$ cat src/rtl/mdu_iter.sv
// Iterative multiply/divide unit owning HI/LO. Multiplies finish after a fixed
// latency; divides use one restoring step per cycle followed by a sign-fix cycle.
module mdu_iter #(
   parameter int WIDTH       = 32,
   parameter int MULT_CYCLES = 5
) (
   input  logic             Clk,
   input  logic             Rst,
   input  logic             Start,
   input  logic [2:0]       MDUOp,
   input  logic [WIDTH-1:0] A,
   input  logic [WIDTH-1:0] B,
   output logic             Busy,
   output logic             Done,
   output logic [WIDTH-1:0] HI,
   output logic [WIDTH-1:0] LO
);

   localparam logic [2:0] OP_MULT  = 3'b000;
   localparam logic [2:0] OP_MULTU = 3'b001;
   localparam logic [2:0] OP_DIV   = 3'b010;
   localparam logic [2:0] OP_DIVU  = 3'b011;
   localparam logic [2:0] OP_MTHI  = 3'b100;
   localparam logic [2:0] OP_MTLO  = 3'b101;

   localparam int CNT_MAX = (MULT_CYCLES > WIDTH) ? MULT_CYCLES - 1 : WIDTH - 1;
   localparam int CW      = $clog2(CNT_MAX + 1);

   typedef enum logic [1:0] {IDLE, MUL, DIV, FIX} state_t;

   state_t               state;
   logic [CW-1:0]        cnt;
   logic [2*WIDTH-1:0]   prod;
   logic [WIDTH-1:0]     rem, quo, dvs;
   logic                 neg_q, neg_r, dz;

   // Signed ops have an even opcode; the same flag serves MULT and DIV.
   logic                 is_signed, a_neg, b_neg;
   logic [2*WIDTH-1:0]   ax, bx, prod_next;
   logic [WIDTH-1:0]     a_abs, b_abs;
   logic [WIDTH:0]       shifted, trial;
   logic                 ge;
   logic [WIDTH-1:0]     rem_step, quo_step, q_fix, r_fix;

   assign is_signed = ~MDUOp[0];
   assign a_neg     = is_signed & A[WIDTH-1];
   assign b_neg     = is_signed & B[WIDTH-1];

   // Extending to 2*WIDTH makes the truncated product correct for both signednesses.
   assign ax        = {{WIDTH{a_neg}}, A};
   assign bx        = {{WIDTH{b_neg}}, B};
   assign prod_next = ax * bx;

   assign a_abs = a_neg ? -A : A;
   assign b_abs = b_neg ? -B : B;

   // Restoring step: dividend bits shift out of quo's MSB into the remainder.
   assign shifted  = {rem, quo[WIDTH-1]};
   assign trial    = shifted - {1'b0, dvs};
   assign ge       = ~trial[WIDTH];
   assign rem_step = ge ? trial[WIDTH-1:0] : shifted[WIDTH-1:0];
   assign quo_step = {quo[WIDTH-2:0], ge};

   assign q_fix = neg_q ? -quo : quo;
   assign r_fix = neg_r ? -rem : rem;

   always_ff @(posedge Clk) begin
      if (Rst) begin
         state <= IDLE;
         cnt   <= '0;
         prod  <= '0;
         rem   <= '0;
         quo   <= '0;
         dvs   <= '0;
         neg_q <= 1'b0;
         neg_r <= 1'b0;
         dz    <= 1'b0;
         Busy  <= 1'b0;
         Done  <= 1'b0;
         HI    <= '0;
         LO    <= '0;
      end else begin
         Done <= 1'b0;
         case (state)
            IDLE: begin
               if (Start) begin
                  case (MDUOp)
                     OP_MTHI: HI <= A;
                     OP_MTLO: LO <= A;
                     OP_MULT, OP_MULTU: begin
                        prod  <= prod_next;
                        cnt   <= CW'(MULT_CYCLES - 1);
                        Busy  <= 1'b1;
                        state <= MUL;
                     end
                     OP_DIV, OP_DIVU: begin
                        quo   <= a_abs;
                        dvs   <= b_abs;
                        rem   <= '0;
                        neg_q <= a_neg ^ b_neg;
                        neg_r <= a_neg;
                        dz    <= (B == '0);
                        cnt   <= CW'(WIDTH - 1);
                        Busy  <= 1'b1;
                        state <= DIV;
                     end
                     default: ;
                  endcase
               end
            end
            MUL: begin
               if (cnt == '0) begin
                  {HI, LO} <= prod;
                  Busy     <= 1'b0;
                  Done     <= 1'b1;
                  state    <= IDLE;
               end else begin
                  cnt <= cnt - CW'(1);
               end
            end
            DIV: begin
               rem <= rem_step;
               quo <= quo_step;
               if (cnt == '0) state <= FIX;
               else           cnt   <= cnt - CW'(1);
            end
            FIX: begin
               // Divide by zero still takes full latency but leaves HI/LO alone.
               if (!dz) begin
                  LO <= q_fix;
                  HI <= r_fix;
               end
               Busy  <= 1'b0;
               Done  <= 1'b1;
               state <= IDLE;
            end
            default: state <= IDLE;
         endcase
      end
   end

endmodule

$ cat config.mk
export PLATFORM = sky130hd
export DESIGN_NAME = mdu_iter
export DESIGN_NICKNAME = d
export VERILOG_FILES = /design/src/rtl/mdu_iter.sv
export SDC_FILE = /design/constraint.sdc
export NUM_CORES = 2
export LEC_CHECK = 0
export ABC_AREA = 0
export BUFFER_PORTS_ARGS = -buffer_cell sky130_fd_sc_hd__clkbuf_2
export CORE_MARGIN = 3
export CORE_UTILIZATION = 65
export DETAILED_ROUTE_END_ITERATION = 7
export PLACE_DENSITY = 0.92
export SETUP_SLACK_MARGIN = 0.1
export SYNTH_ARGS = -nofsm -noshare
export SYNTH_HDL_FRONTEND = slang
export SYNTH_SLANG_ARGS = --single-unit
$ cat constraint.sdc
create_clock -name Clk -period 20.1 [get_ports Clk]
set_input_delay 1.005 -clock Clk [delete_from_list [all_inputs] [get_ports Clk]]
set_output_delay 1.005 -clock Clk [all_outputs]
set_load 0.03 [all_outputs]
==> run summary <==
worst setup path class: primary input to flip-flop
r2r startpoint: quo[31]
Total GRT Usage: 37.5%
synth unique cells: 73
initial antenna violation count: 6
final wirelength: 153000 um
Post-synth EDFFs: 0
Synth async-reset ratio: 0%
Synth top area share: 43.7%
dpl cell area: 0.0526 mm^2
FF-to-FF setup slack: 15.65 ns
sequential area share after synthesis: 9.17%
Worst path max stage delay: 1.06 ns
number of global-route vias before repair: 45648
via count: 42727
hold_buf cts: 0
GPL Wtd Cong: 0.993
R2R depth: 16
Die W: 288 um
post-route antenna net violation count: 0
Post-route DRC: 0
clock skew: 0.0109 ns
Yosys reg bits: 236
Crit path arrival time: 10.94 ns
max cap viols: 0
CP max-delay cell: fa_1
Sum Neg Setup Slack: 0 ns
Avg Cell Area, Syn: 8.63 um^2
H-tree levels: 1
Final #Nets: 7254
Synth Flop Type: dfxtp_1
initial core utilization: 66.1%
first-pass GRT wire length: 243000 um
Area growth, synth to finish: 3.85%
cts bufs inserted: 23
pin count of the biggest net entering global routing: 80
CP endpoint kind: flip-flop
Worst Setup EP: prod[63]
filler instances: 5415
Core ar.: 0.0780 mm^2
WL/cell: 22.3 um
Final Max Tran Viols: 0
final setup margin: 9.63 ns
Remaining Overflow, GRT: 0
RR Endpoint: rem[0]
Site Rows: 102
# port buffers: 135
Fin Hold WS: 0.453 ns
DIE AREA: 0.0827 mm^2
status: finished clean
Max Fclk: 95.5 MHz
crit path from: A[31]
Area contributors post-synth: fa_1 (44%), dfxtp_1 (9.2%), inv_1 (8.2%), nand2_1 (7.7%), ha_1 (6.1%)
Synth Cell Area: 0.0515 mm^2
Via density: 6.22
Syn. warnings: 0
clk buf depth: 3
clock tree root buffer cell: clkbuf_16
max_slew headroom: 16.7%
Slew @ Worst Pin: 1.24 ns
total setup buffers inserted after CTS: 0
pre-CTS setup slack: 9.27 ns
CTS tree: built
post_cts resized: 0
Crit Path Max Fanout: 45
Design Area, Final: 0.0535 mm^2
Mapped Cells: 5968
unrepaired setup endpoints after global routing: no
layout cells sized above 1: 4.86%
Yosys top cell by area: fa_1
I/O pin count: 136
Final setup viols: 0
Required @ worst endpoint: 20.57 ns
Final Hold Viols: 0
DRT Pass-1 Iters: 7
clock sink total: 236
Worst-Skew Late Latency: 0.54 ns
die height: 288 um
critical path launch point type: primary input
most frequent cell on the critical path: fa_1
post-detail-place hpwl: 113000 um
Net Count, Synth: 7417
clock-pin slew on the worst setup and hold paths: 0.06 ns
initial DRC count: 5118
min-delay worst type: flip-flop to flip-flop
fin crit period: 10.47 ns
fin crit share: 52.1%
-- metal layers --
metal	GRT usage, %	vias up	part of all wire, %
met4	18.2	2	5.9
met5	0.655	-	0.037
met2	58.5	3138	45
met1	47.7	20957	35
li1	-	17814	-
met3	11.8	816	15
-- cells by family (layout without fill, tap and decap cells) --
family | Yosys count | count (layout) | synth area share, %
AOI/OAI and AO/OA | 747 | 747 | 9.44
xor gates and xnor gates | 215 | 215 | 3.67
adders and majority gates | 1379 | 1379 | 49.9
buffers and inverters | 1527 | 1379 | 11.1
DFF | 236 | 236 | 9.17
muxes | 29 | 29 | 0.566
other | 0 | 9 | 0
and+or+nand+nor | 1835 | 1835 | 16.1
-- layout by cell type (no fill, tap or decap), types with 56 or more instances in the layout --
master    count
clkbuf_2    134
and2_1      365
a22oi_1      56
o21ai_0     118
a21oi_1     219
xor2_1       62
nor2_1      215
inv_1      1126
ha_1        251
a311oi_1     60
buf_4        78
xnor2_1     152
nand2_1    1052
dfxtp_1     236
fa_1       1126
-- critical path: cells and delay by family --
family | cells | cell delay, ns
adders and majority gates | 9 | 5.17
buffers and inverters | 8 | 1.89
AOI/OAI and AO/OA | 7 | 1.54
and+or+nand+nor | 5 | 1.14
xor gates and xnor gates | 1 | 0.13
-- Yosys cell counts, types with 3 or more instances --
| master | instances |
|---|---|
| fa_1 | 1126 |
| inv_1 | 1126 |
| nand2_1 | 1052 |
| and2_1 | 365 |
| clkbuf_1 | 327 |
| ha_1 | 253 |
| dfxtp_1 | 236 |
| a21oi_1 | 222 |
| nor2_1 | 217 |
| xnor2_1 | 152 |
| o21ai_0 | 118 |
| buf_1 | 69 |
| xor2_1 | 62 |
| a311oi_1 | 60 |
| a22oi_1 | 56 |
| a211oi_1 | 51 |
| a21o_1 | 40 |
| o31ai_1 | 35 |
| nor3_1 | 30 |
| mux2i_1 | 28 |
| nand3_1 | 28 |
| o211ai_1 | 28 |
| nand2b_1 | 27 |
| o21ai_1 | 27 |
| nand4_1 | 21 |
| o21bai_1 | 19 |
| or3_1 | 19 |
| nor2b_1 | 16 |
| or4_1 | 16 |
| and3_1 | 14 |
| a31oi_1 | 13 |
| o41ai_1 | 13 |
| a221oi_1 | 11 |
| o21a_1 | 10 |
| and4_1 | 6 |
| nor4_1 | 6 |
| or2_2 | 6 |
| a221o_1 | 5 |
| a2111oi_0 | 4 |
| a21boi_0 | 4 |
| buf_2 | 4 |
| nand3b_1 | 4 |
| a31o_2 | 3 |
| o31a_1 | 3 |
-- state kept, by name, summed over array words and instances (netlist names) --
name and count:
prod 64, HI 32, LO 32, dvs 32
quo 32, rem 32, cnt 5, state 2
Busy 1, Done 1, dz 1, neg_q 1
neg_r 1
-- per-stage QoR --
step / util, % / cells
after floorplan: - / 5968
after global placement: 67.5 / 6820
after detailed placement: 67.5 / 6820
after CTS: 68.6 / 6860
after global routing: 68.6 / 6864
final: 68.6 / 6869
-- how the worst min path moves through the flow --
| stage | from | to | slack, ns | cells after the start |
|---|---|---|---|---|
| global placement | prod[38] | prod[38] | 0.44 | 2 |
| global route | prod[48] | prod[48] | 0.47 | 2 |
| CTS | prod[56] | prod[56] | 0.45 | 2 |
| detailed placement | prod[22] | prod[22] | 0.45 | 2 |
| floorplan | prod[38] | prod[38] | 0.43 | 2 |
| finish | prod[56] | prod[56] | 0.45 | 2 |
-- cell type report --
cell class	instances	area, um^2	share of cell area [%]
Timing Repair Buffer	213	1270	2.37
Clock buffer	26	607	1.13
Inverter	1126	4230	7.90
Tap cell	1040	1300	2.43
Clock inverter	14	231	0.433
Antenna cell	9	22.5	0.0421
Sequential cell	236	4720	8.83
Multi-Input combinational cell	4205	41100	76.9
Power is left out: the tool's default activity adds up to more than one toggle a clock period on the data nets, which glitch-free logic cannot reach.
